[src/rtl/ex_fwd_hazard_unit.sv]
// EX-stage operand forwarding and load-use hazard controller for the 5-stage MIPS core.
// Tracks EX/MEM destination registers and registers the operand mux selects for the next cycle.
module ex_fwd_hazard_unit #(
    parameter int REG_AW = 5
) (
    input  logic              clk,
    input  logic              rst,
    input  logic              id_valid,
    input  logic [REG_AW-1:0] id_rs,
    input  logic [REG_AW-1:0] id_rt,
    input  logic              id_uses_rs,
    input  logic              id_uses_rt,
    input  logic              id_imm_b,
    input  logic              id_regwrite,
    input  logic              id_memread,
    input  logic [REG_AW-1:0] id_dst,
    input  logic              flush,
    output logic              stall,
    output logic [1:0]        ex_fwd_a_sel,
    output logic [1:0]        ex_fwd_b_sel,
    output logic              ex_valid
);

    localparam logic [1:0] SEL_RF  = 2'b00;
    localparam logic [1:0] SEL_EX  = 2'b01;
    localparam logic [1:0] SEL_MEM = 2'b10;
    localparam logic [1:0] SEL_IMM = 2'b11;

    logic [REG_AW-1:0] ex_dst_reg;
    logic              ex_rw_reg;
    logic              ex_ld_reg;
    logic              ex_valid_reg;
    logic [REG_AW-1:0] mem_dst_reg;
    logic              mem_rw_reg;
    logic [1:0]        a_sel_reg;
    logic [1:0]        b_sel_reg;

    // Index 0 is operand A (rs), index 1 is operand B (rt).
    logic [REG_AW-1:0] src [2];
    logic [1:0]        src_used;
    logic [1:0]        hit_ex;
    logic [1:0]        hit_mem;
    logic [1:0][1:0]   sel_next;
    logic [1:0]        b_sel_next;
    logic              bubble;

    assign src[0]      = id_rs;
    assign src[1]      = id_rt;
    assign src_used[0] = id_uses_rs;
    assign src_used[1] = id_uses_rt & ~id_imm_b;

    genvar gi;
    generate
        for (gi = 0; gi < 2; gi++) begin : g_src
            assign hit_ex[gi]  = ex_rw_reg & ex_valid_reg & (ex_dst_reg == src[gi])
                                 & (src[gi] != '0);
            assign hit_mem[gi] = mem_rw_reg & (mem_dst_reg == src[gi]) & (src[gi] != '0);
            // The EX occupant is the younger producer, so it takes priority over MEM.
            assign sel_next[gi] = !src_used[gi] ? SEL_RF  :
                                  hit_ex[gi]    ? SEL_EX  :
                                  hit_mem[gi]   ? SEL_MEM : SEL_RF;
        end
    endgenerate

    assign b_sel_next = id_imm_b ? SEL_IMM : sel_next[1];

    // A load in EX cannot forward its data until it reaches MEM.
    assign stall  = id_valid & ~flush & ex_ld_reg & ex_valid_reg & (|(src_used & hit_ex));
    assign bubble = stall | flush | ~id_valid;

    always_ff @(posedge clk) begin
        if (rst) begin
            ex_dst_reg   <= '0;
            ex_rw_reg    <= 1'b0;
            ex_ld_reg    <= 1'b0;
            ex_valid_reg <= 1'b0;
            mem_dst_reg  <= '0;
            mem_rw_reg   <= 1'b0;
            a_sel_reg    <= SEL_RF;
            b_sel_reg    <= SEL_RF;
        end else begin
            mem_dst_reg <= ex_dst_reg;
            mem_rw_reg  <= ex_rw_reg & ex_valid_reg;
            if (bubble) begin
                ex_valid_reg <= 1'b0;
                ex_rw_reg    <= 1'b0;
                ex_ld_reg    <= 1'b0;
                a_sel_reg    <= SEL_RF;
                b_sel_reg    <= SEL_RF;
            end else begin
                ex_valid_reg <= 1'b1;
                ex_rw_reg    <= id_regwrite;
                ex_ld_reg    <= id_memread;
                ex_dst_reg   <= id_dst;
                a_sel_reg    <= sel_next[0];
                b_sel_reg    <= b_sel_next;
            end
        end
    end

    assign ex_fwd_a_sel = a_sel_reg;
    assign ex_fwd_b_sel = b_sel_reg;
    assign ex_valid     = ex_valid_reg;

endmodule

[config.mk]
export PLATFORM = sky130hd
export DESIGN_NAME = ex_fwd_hazard_unit
export DESIGN_NICKNAME = d
export VERILOG_FILES = /design/src/rtl/ex_fwd_hazard_unit.sv
export SDC_FILE = /design/constraint.sdc
export NUM_CORES = 1
export LEC_CHECK = 0
export CAP_MARGIN = 20
export CORE_MARGIN = 2
export CORE_UTILIZATION = 40
export DETAILED_ROUTE_END_ITERATION = 10
export PLACE_DENSITY = 0.74
export SLEW_MARGIN = 20
export SYNTH_ARGS = -nofsm -noshare
export SYNTH_HDL_FRONTEND = slang
export SYNTH_SLANG_ARGS = --single-unit
[constraint.sdc]
create_clock -name clk -period 1.91 [get_ports clk]
set_clock_uncertainty 0.05 [all_clocks]
set_input_delay 0.191 -clock clk [delete_from_list [all_inputs] [get_ports clk]]
set_output_delay 0.191 -clock clk [all_outputs]
set_load 0.01 [all_outputs]
Yosys cells after proc, flatten, opt, wreduce, memory -nomap -nowiden
Index checks and enable logic that the tools add are counted.
- output and inout port bits: 6
- register bits after elaboration: 18
- bits of input ports: 24
- word-level logic and storage cells: 47
- reduce and logical (&&, ||, !) cells: 6
- equality and inequality tests: 4
- multiplexer cells: 7
- bitwise operators: 21
- operator list (operator ; count):
    5-bit equality test ; 4
    1-bit AND ; 14
    2-bit two-way mux ; 5
    5-bit nonzero test ; 2
    1-bit inverter ; 4
    2-bit OR reduction ; 2
    4-bit OR reduction ; 1
    3-bit OR reduction ; 1
    2-bit AND ; 1
    1-bit two-way mux ; 2
    1-bit OR ; 2

Logic depth before layout (Yosys ltp)
- word-level depth: 9
- gate-level depth with buffers: 5
- depth with buffers taken out: 5

Worst setup path before layout
OpenSTA, ideal clock, no wires.
- path type: input port to flip-flop
- start: input port id_rt[1]
- end: register ex_dst_reg[0]
- cell stages on the path: 5
- data required time: 1.737 ns
- slack: 0.023 ns
- arrival: 1.714 ns
- setup time: 0.123 ns
- path buffers: 0
- cell sequence: or4_1 > o21ai_2 > nor3_2 > a211oi_2 > mux2_1
- cells in the longest elaborated chain, start to end: 8
- elaborated cells between the ends (all ways): 9
- classes of those cells: eq/ne (1); bitwise (6); reduce/logical (2)
- ends and longest elaborated chain (element ; RTL line ; source):
    from (decl) ; 10 ; input logic [REG_AW-1:0] id_rt,
    5-bit equality test ; 55 ; assign hit_ex[gi] = ex_rw_reg & ex_valid_reg & (ex_dst_reg == src[gi])
    1-bit AND ; 55 ;
    1-bit AND * ; 56 ; & (src[gi] != '0);
    2-bit AND * ; 68 ; assign stall = id_valid & ~flush & ex_ld_reg & ex_valid_reg & (|(src_used & hit_ex));
    2-bit OR reduction * ; 68 ;
    1-bit AND * ; 68 ;
    1-bit OR * (2 in a row) ; 69 ; assign bubble = stall | flush | ~id_valid;
    to (signal assigned) ; 94 ; ex_dst_reg <= id_dst;
    to (decl) ; 29 ; logic [REG_AW-1:0] ex_dst_reg;
Mark *: on every way between the ends. The rest lies on a longest branch, timed or not.
A chain may end at the register's enable or synchronous reset.

Worst setup path after layout
- start: register ex_dst_reg[3]
- end: output port stall
- cells in the longest elaborated chain, start to end: 6
- elaborated cells between the ends (all ways): 9
- classes of those cells: eq/ne (2); bitwise (6); reduce/logical (1)
- ends and longest elaborated chain (element ; RTL line ; source):
    5-bit equality test ; 55 ;
    1-bit AND ; 55 ;
    1-bit AND ; 56 ;
    2-bit AND * ; 68 ;
    2-bit OR reduction * ; 68 ;
    1-bit AND * ; 68 ;
    to (decl) ; 18 ; output logic stall,
Marked as above.

==> flow_metrics.env <==
export IMPL_run_status="finished with violations"
export IMPL_violations="negative setup slack"
export IMPL_fillers=174
export IMPL_clock_latency_ns=0.29
export IMPL_layout_common_cells="23 x buf_4, 20 x clkdlybuf4s50_1, 16 x dfxtp_1"
export IMPL_die_x_um=51.5
export IMPL_drtIter0Drc=5
export IMPL_hold_path_depth=4
export IMPL_wl_mm=2.27
export IMPL_fmax_ghz=0.510
export IMPL_rows=17
export IMPL_final_setup_viol_count=1
export IMPL_yosysWarnings=0
export IMPL_dr_pass1_iters=4
export IMPL_powerDensity_nw_per_um2=531
export IMPL_grt_pass1_vias=882
export IMPL_worst_slack_ns=-0.0507
export IMPL_maxCapViolations=0
export IMPL_wl_per_cell_um=13.3
export IMPL_critPathKind="flip-flop to output port"
export IMPL_cp_max_fo=3
export IMPL_tritoncts="yes"
export IMPL_yosysTopAreaCell="dfxtp_1"
export IMPL_dieHeight_um=51.5
export IMPL_synth_edf_count=0
export IMPL_place_gp_congestion=0.890
export IMPL_clock_sinks=18
export IMPL_io_buffers=29
export IMPL_viasPerCell=4.80
export IMPL_postRouteAntennaNets=0
export IMPL_synthFlopType="dfxtp_1"
export IMPL_ys_ff_latch=18
export IMPL_worstPathRequired_ns=1.67
export IMPL_synth_top_area_share_pct=39.9
export IMPL_synth_fp_nets=112
export IMPL_async_reset_ff_share_pct=0
export IMPL_cts_path_max_buffers=2
export IMPL_slew_headroom_pct=81.5
export IMPL_min_period_over_period_pct=103
export IMPL_cts_root_buffer="clkbuf_4"
export IMPL_area_growth_pct=67.9
export IMPL_layout_commonest_cell="buf_4"
export IMPL_finalMaxSlewViolations=0
export IMPL_drive_gt1_share_pct=38.5
export IMPL_coreArea_um2=2170
export IMPL_worstPathArrival_ns=1.72
export IMPL_place_inst=163
export IMPL_postSynthCellCount=88
export IMPL_clk_pin_slew_ns=0.10
export IMPL_cp_end_kind="output port"
export IMPL_fin_setup_tns_ns=-0.0507
export IMPL_fin_cells=171
export IMPL_start_util_pct=41.6
export IMPL_hold_path_class="input port to flip-flop"
export IMPL_worstMarginPinSlew_ns=0.274
export IMPL_power_uw=805
export IMPL_reg2reg_depth=6
export IMPL_die_area_um2=2650
export IMPL_syn_area_um2=903
export IMPL_antenna_found_initial=0
export IMPL_p_leak_uw=0.000598
export IMPL_route_detailed_drc=0
export IMPL_grt_max_degree=12
export IMPL_gr_usage_all_layers_pct=19.9
export IMPL_dp_hpwl_mm=1.81
export IMPL_num_vias=820
export IMPL_antennaDiodeCount=0
export IMPL_cts_hold_fix_buffers=0
export IMPL_io_pins=30
export IMPL_grt_ovfl_total=0
export IMPL_min_period_ns=1.96
export IMPL_ys_types=29
export IMPL_h_tree_depth=1
export IMPL_fin_nets=168
export IMPL_holdWs_ns=0.382
export IMPL_avgSynthCellArea_um2=10.3
export IMPL_synthTopCellsByArea="dfxtp_1 40%, xnor2_1 11%, xor2_1 8.7%, nor2b_1 7.6%, mux2_1 6.2%"
export IMPL_ys_seq_area_share_pct=39.9
export IMPL_cp_start_kind="flip-flop"
export IMPL_rsz0062_at_grt="yes"
export IMPL_grt_pass1_wl_mm=3.91
export IMPL_cts_buffers=3
export IMPL_ir_drop_mv=0.399
export IMPL_timing_hold_violations_final=0
worst max-delay path, cell delays in order (launching register included):
cell and delay, ns:
dfxtp_2 0.36, xor2_2 0.19, nor4_4 0.32, nand2_1 0.13, nor4_2 0.17, o21ba_2 0.17, buf_6 0.10
Yosys cell counts (all sizes together), types with 2 or more instances:
library cell and number:
mux2 5, nor3 2, or4 2, and2 3, nand4 2, xnor2 11, nand2 3, nor2b 11
nor4 3, xor2 9, o21ai 2, dfxtp 18, nor2 4
layout make-up:
type	count	area (µm²)	share of cell area [%]
timing repair buffer	52	450	29.7
clock buffer	4	36.3	2.39
sequential	18	363	23.9
multi-input combinational	69	632	41.7
tap	28	35.0	2.31
routing by layer:
layer / global-route usage (%) / part of all wire (%)
met4: 3.95 / 0
met1: 22.4 / 43
met5: 0 / 0
met2: 38.5 / 52
met3: 3.74 / 4.8
cell families after synthesis:
family / synth area share, %
buffers and inverters: 0.415
muxes: 6.23
DFF: 39.9
xor gates and xnor gates: 19.4
AOI/OAI and AO/OA: 9.83
and+or+nand+nor: 24.2
power by group:
part	internal [µW]	switching (µW)	leakage (µW)
clock network	116	119	0.0000210
registers	388	10.2	0.000147
logic	105	66.5	0.000430
total	609	196	0.000598
final timing paths:
| path | to | slack, ns | start |
|---|---|---|---|
| hold reg to reg | mem_dst_reg[3] | 0.47 | ex_dst_reg[3] |
| hold / removal | ex_fwd_a_sel[0] | 0.38 | id_rs[3] |
| setup reg to reg | ex_dst_reg[3] | 0.08 | ex_dst_reg[3] |
| setup / recovery | stall | -0.05 | ex_dst_reg[3] |
per-stage QoR:
step           cell area (µm²)  setup WS, ns  util [%]
2_1_floorplan              903        0.0225         -
3_3_place_gp              1370        -0.636      63.0
3_5_place_dp              1370        -0.713      63.0
4_1_cts                   1490        -0.212      68.9
5_1_grt                   1520        -0.175      69.9
6_report                  1520       -0.0507      69.9
repair_timing:
item / CTS / global route
setup endpoints to repair: 12 / 7
pin swaps: 12 / 6
setup buffers: 4 / 0
gates resized for setup: 37 / 4
Note: power is estimated with default switching activity, not from simulation.
==> variant 1 (config.mk and constraints unchanged) <==
Change the parameter `REG_AW` from 5 to 3.
--- a/src/rtl/ex_fwd_hazard_unit.sv
+++ b/src/rtl/ex_fwd_hazard_unit.sv
@@ -1,7 +1,7 @@
 // EX-stage operand forwarding and load-use hazard controller for the 5-stage MIPS core.
 // Tracks EX/MEM destination registers and registers the operand mux selects for the next cycle.
 module ex_fwd_hazard_unit #(
-    parameter int REG_AW = 5
+    parameter int REG_AW = 3
 ) (
     input  logic              clk,
     input  logic              rst,
Interface: changed (resized id_dst, id_rs and id_rt); port bits go from 30 to 24. The function was not compared with the original's and may differ.
==> variant 1 against the original RTL <==
Setup slack improved by 0.063 ns. Cell area shrank 20%. Highest routed layer is now met4. Register-to-register slack lost 0.04 ns. Power fell by 16%. Die area decreased by 19%. Wire length fell by 16%. Area after synthesis down 21%. Sequential cell count fell by 4.
==> variant 1: results (changes against the original RTL) <==
| Metric | Value |
|---|---|
| Layout Cells excl Fill | 146 (-15%) |
| Filler cell count | 132 (-24%) |
| Post-synth top cells | dfxtp_1 (14), xnor2_1 (8), nor2b_1 (7), nand2_1 (5) |
| First-pass GRT wire length | 2880 um (-26%) |
| DRT iter0 DRCs | 3 (-2) |
| Wire length per cell | 13.1 um (-1.5%) |
| Vias in the first global route | 693 (-21%) |
| Cell variety after synth | 25 (-14%) |
| Syn Inst Count | 74 (-16%) |
| Placed cell area | 1120 um2 (-18%) |
| Routability Congestion | 0.768 (-14%) |
| Static Leak | 0.489 nW (-18%) |
| CTS Root Cell | clkbuf_4 |
| Outcome | finished clean |
| Nets | 140 (-17%) |
| Worst hold path type | in -> reg |
| Async SR Flop Fraction | 0% (unchanged) |
| Layout cells sized above 1 | 33.1% (-5.4 points) |
| VDD IR-drop max | 339 uV (-15%) |
| Sequential element share of the synthesized area | 39.2% (-0.66 points) |
| DRC viols | 0 (unchanged) |
| Total GRT Usage | 19.5% (-0.39 points) |
| CTS Buffer Depth | 2 (unchanged) |
| CP max FO | 5 (+2) |
| Top cells by area, synth | dfxtp_1 (39%), xnor2_1 (9.8%), mux2_4 (6.3%) |
| Avg Vias per Cell | 5.06 (+5.6%) |
| Top FF cell, synth | dfxtp_1 |
| Clock Pin Slew Worst Setup and Hold Paths | about 0.090 ns |
| Pin count of the biggest net entering global routing | 9 (-3) |
| Crit path DAT | 1.66 ns (-0.06 ns) |
| Buffers added on ports | 23 (-21%) |
| Syn Nets | 92 (-18%) |
| DP Cell Count | 141 (-13%) |
| ANT cells | 0 (unchanged) |
| Least-Margin Pin Slew | 0.318 ns (+0.0435 ns) |
| First drt pass iteration count | 4 (unchanged) |
| Final HPWL DP | 1380 um (-24%) |
-- variant 1: cell type report --
class	instances	area share (%)
clock buffers	4	2.99
flip-flops and latches	14	23.5
multi-input cells	59	38.3
repair buffers	44	32.6
well taps	25	2.57
-- variant 1: layer usage --
metal,vias to the layer above,global-route usage (%),part of all wire (%),wire length (um)
li1,367,-,-,-
met1,352,23.7,42,808
met2,15,33.1,52,992
met3,5,3.53,3.8,72
met4,0,8.57,1.9,36
met5,-,0,0,0
-- variant 1: power breakdown --
part	total (mW)	switching, mW	leakage (nW)	internal [mW]
Clock	0.222	0.106	0.0210	0.116
Sequential	0.308	0.00869	0.115	0.300
Combinational	0.145	0.0531	0.353	0.0914
-- variant 1: final timing paths --
| check | start | to | slack [ns] | cells past startpoint |
|---|---|---|---|---|
| worst max-delay path | ex_dst_reg[1]$_SDFFE_PP0N_ | stall | 0.01 | 6 |
| worst min register to register | mem_rw_reg$_SDFF_PP0_ | ex_fwd_a_sel[1]$_SDFF_PP0_ | 0.43 | 2 |
| worst min-delay path | id_rs[0] | ex_fwd_a_sel[1]$_SDFF_PP0_ | 0.38 | 5 |
| worst max register to register | ex_dst_reg[1]$_SDFFE_PP0N_ | ex_dst_reg[1]$_SDFFE_PP0N_ | 0.04 | 6 |
-- variant 1: repair_timing --
item | CTS | global route
setup endpoints to repair | 4 | 7
resized for setup | 7 | 8
cloned | 0 | 0
pin swaps | 1 | 2
setup buffers | 0 | 1
-- variant 1: metrics by stage --
stage / total power [mW] / util, % / worst slack [ns] / setup TNS (ns)
2_1_floorplan: 0.366 / - / 0.288 / 0
3_3_place_gp: 0.449 / 65.7 / -0.342 / -1.64
3_5_place_dp: 0.452 / 65.7 / -0.420 / -2.07
4_1_cts: 0.670 / 68.6 / 0.00977 / 0
5_1_grt: 0.702 / 71.1 / -0.0831 / -0.180
6_report: 0.675 / 71.1 / 0.0121 / 0
-- variant 1: cells by family (layout without fill, tap and decap cells) --
group | after synthesis | count (layout) | share of synthesized area (%)
simple gates | 37 | 37 | 33.1
xor+xnor | 10 | 10 | 12.3
buf+inv | 1 | 48 | 0.525
mux | 3 | 3 | 6.30
flops | 14 | 14 | 39.2
compound gates | 9 | 9 | 8.58
-- variant 1: critical path, stage by stage (launching register included) --
cell	delay, ns
dfxtp_4	0.37
xnor2_1	0.16
nand3_1	0.14
nor3_2	0.20
nand2_1	0.12
a21oi_2	0.13
clkdlybuf4s15_2	0.23
==> variant 2 (same settings) <==
Without the edit above. `mem_dst_reg` no longer has a reset.
--- a/src/rtl/ex_fwd_hazard_unit.sv
+++ b/src/rtl/ex_fwd_hazard_unit.sv
@@ -74,12 +74,10 @@
             ex_rw_reg    <= 1'b0;
             ex_ld_reg    <= 1'b0;
             ex_valid_reg <= 1'b0;
-            mem_dst_reg  <= '0;
             mem_rw_reg   <= 1'b0;
             a_sel_reg    <= SEL_RF;
             b_sel_reg    <= SEL_RF;
         end else begin
-            mem_dst_reg <= ex_dst_reg;
             mem_rw_reg  <= ex_rw_reg & ex_valid_reg;
             if (bubble) begin
                 ex_valid_reg <= 1'b0;
@@ -98,6 +96,10 @@
         end
     end
 
+    always_ff @(posedge clk) begin
+        mem_dst_reg <= ex_dst_reg;
+    end
+
     assign ex_fwd_a_sel = a_sel_reg;
     assign ex_fwd_b_sel = b_sel_reg;
     assign ex_valid     = ex_valid_reg;
Check against the original RTL: no difference found for any inputs over 10 cycles, from zero or initial values and one cycle with rst high; that may be too few to reach the edited logic, so the function may still have changed.
==> variant 2 against the original RTL <==
The run still ends with setup timing left. Via count down 0.61%. Critical path type is now in -> out. Sequential cell count is the same. Wire length down 4.6%. Setup slack got worse by 0.0011 ns. Worst hold slack barely moved. Largest power group unchanged. Synthesized cell count increased by 1.1%. Cell area is 5.8% lower. Area after synthesis is 0.83% higher. Power fell by 0.44%. Critical path depth rose by 1.
==> variant 2: results (changes against the original RTL) <==
| Metric | Value |
|---|---|
| Outcome | finished, violations left |
| Failing checks | setup timing |
| Final HPWL DP | 1580 um (-13%) |
| Nets | 162 (-3.6%) |
| Syn Nets | 113 (+0.89%) |
| Sum Neg Setup Slack | -0.0517 ns (-0.00105 ns) |
| RR Startpoint | ex_dst_reg[3]$_SDFFE_PP0N_ |
| Slowest CP cell | or4_1 |
| Met3 WL post-DR | 72 um (-33%) |
| Met2 usage | 28.2% (-10 points) |
| CTS Buf Count | 3 (unchanged) |
| M3 GR Usage | 2.01% (-1.7 points) |
| CP peak stage delay | 0.59 ns (+0.23 ns) |
| Final hold slack | 0.381 ns (-0.000354 ns) |
| Layout cells sized above 1 | 33.6% (-4.9 points) |
| Initial antenna violation count | 0 (unchanged) |
| Vias in the first global route | 797 (-9.6%) |
| HP Start | ex_dst_reg[1]$_SDFFE_PP0N_ |
| Sequential element share of the synthesized area | 39.6% (-0.33 points) |
| R2R Setup Slk | 0.15 ns (+0.07 ns) |
| Mux cell area share after synthesis | 0% (-6.2 points) |
| Top FF cell, synth | dfxtp_1 |
| First-pass GRT wire length | 3460 um (-11%) |
| Pwr Total | 0.801 mW (-0.44%) |
| Net Switching | 0.197 mW (+0.41%) |
| WL final | 2170 um (-4.6%) |
| Slew margin rel. | 73.3% (-8.2 points) |
| Placed cell area | 1330 um2 (-2.5%) |
| Post-Synth XOR/XNOR Area | 19.2% (-0.16 points) |
| Top routing layer in use | met4 |
| Routed length on met1 | 1020 um (+2.9%) |
| Worst r2r dst | ex_dst_reg[1]$_SDFFE_PP0N_ |
| Combinational logic power | 0.164 mW (-5%) |
| Cell variety after synth | 30 (+3.4%) |
| Post-synth top cells | dfxtp_1 (18), xnor2_1 (15) |
| Layout Cells excl Fill | 165 (-3.5%) |
| Met2 routed WL | 1020 um (-13%) |
| Hold Path End | mem_dst_reg[1]$_DFF_P_ |
| Compound-Gate Fraction of Synth Area | 12.5% (+2.7 points) |
| VDD IR-drop max | 369 uV (-7.5%) |
| Worst hold path type | reg -> reg |
| Static Leak | 0.564 nW (-5.7%) |
| Routability Congestion | 0.892 (+0.30%) |
| Worst Setup SP | id_rt[1] |
| Total GRT Usage | 17.7% (-2.2 points) |
| Hold Path Depth | 0 (-4) |
| Pwr top | registers |
| Syn_area_per_cell | 10.2 um2 (-0.30%) |
| Top cells by area, synth | dfxtp_1 (40%), xnor2_1 (14%), xor2_1 (4.8%) |
| Avg Vias per Cell | 4.94 (+3.0%) |
| Global-route met1 utilization | 22.3% (-0.16 points) |
| Setup Viol. Count Final | 1 (unchanged) |
| Setup WS post-layout | -0.0517 ns (-0.00105 ns) |
| Crit path DAT | 1.72 ns (about the same) |
| Clk_lat worst skew | 0.30 ns |
[variant 2: kinds of logic after synthesis]
logic type | Yosys count
XOR/XNOR | 20
AO/OA/AOI/OAI | 14
buffers and inverters | 4
flip-flops | 18
AND/OR/NAND/NOR | 33
[variant 2: cell type report]
cell class / count / area, um2
fillers: 174 / 762
multi-input cells: 67 / 569
repair buffers: 47 / 413
flip-flops and latches: 18 / 372
clock buffers: 4 / 36.3
well taps: 28 / 35.0
inverters: 1 / 3.75
[variant 2: through the flow]
step / worst slack, ns / util (%)
finish: -0.0517 / 65.2
global route: -0.120 / 65.2
CTS: 0.000546 / 63.6
detailed placement: -0.585 / 60.9
global placement: -0.550 / 60.9
floorplan: 0.174 / -
[variant 2: repair_timing]
item                                    in CTS  in global routing
pin swaps                                    9                  5
endpoints found under the setup margin      12                  1
gates resized for setup                     24                  5
setup buffers                                2                  1
cloned                                       0                  0
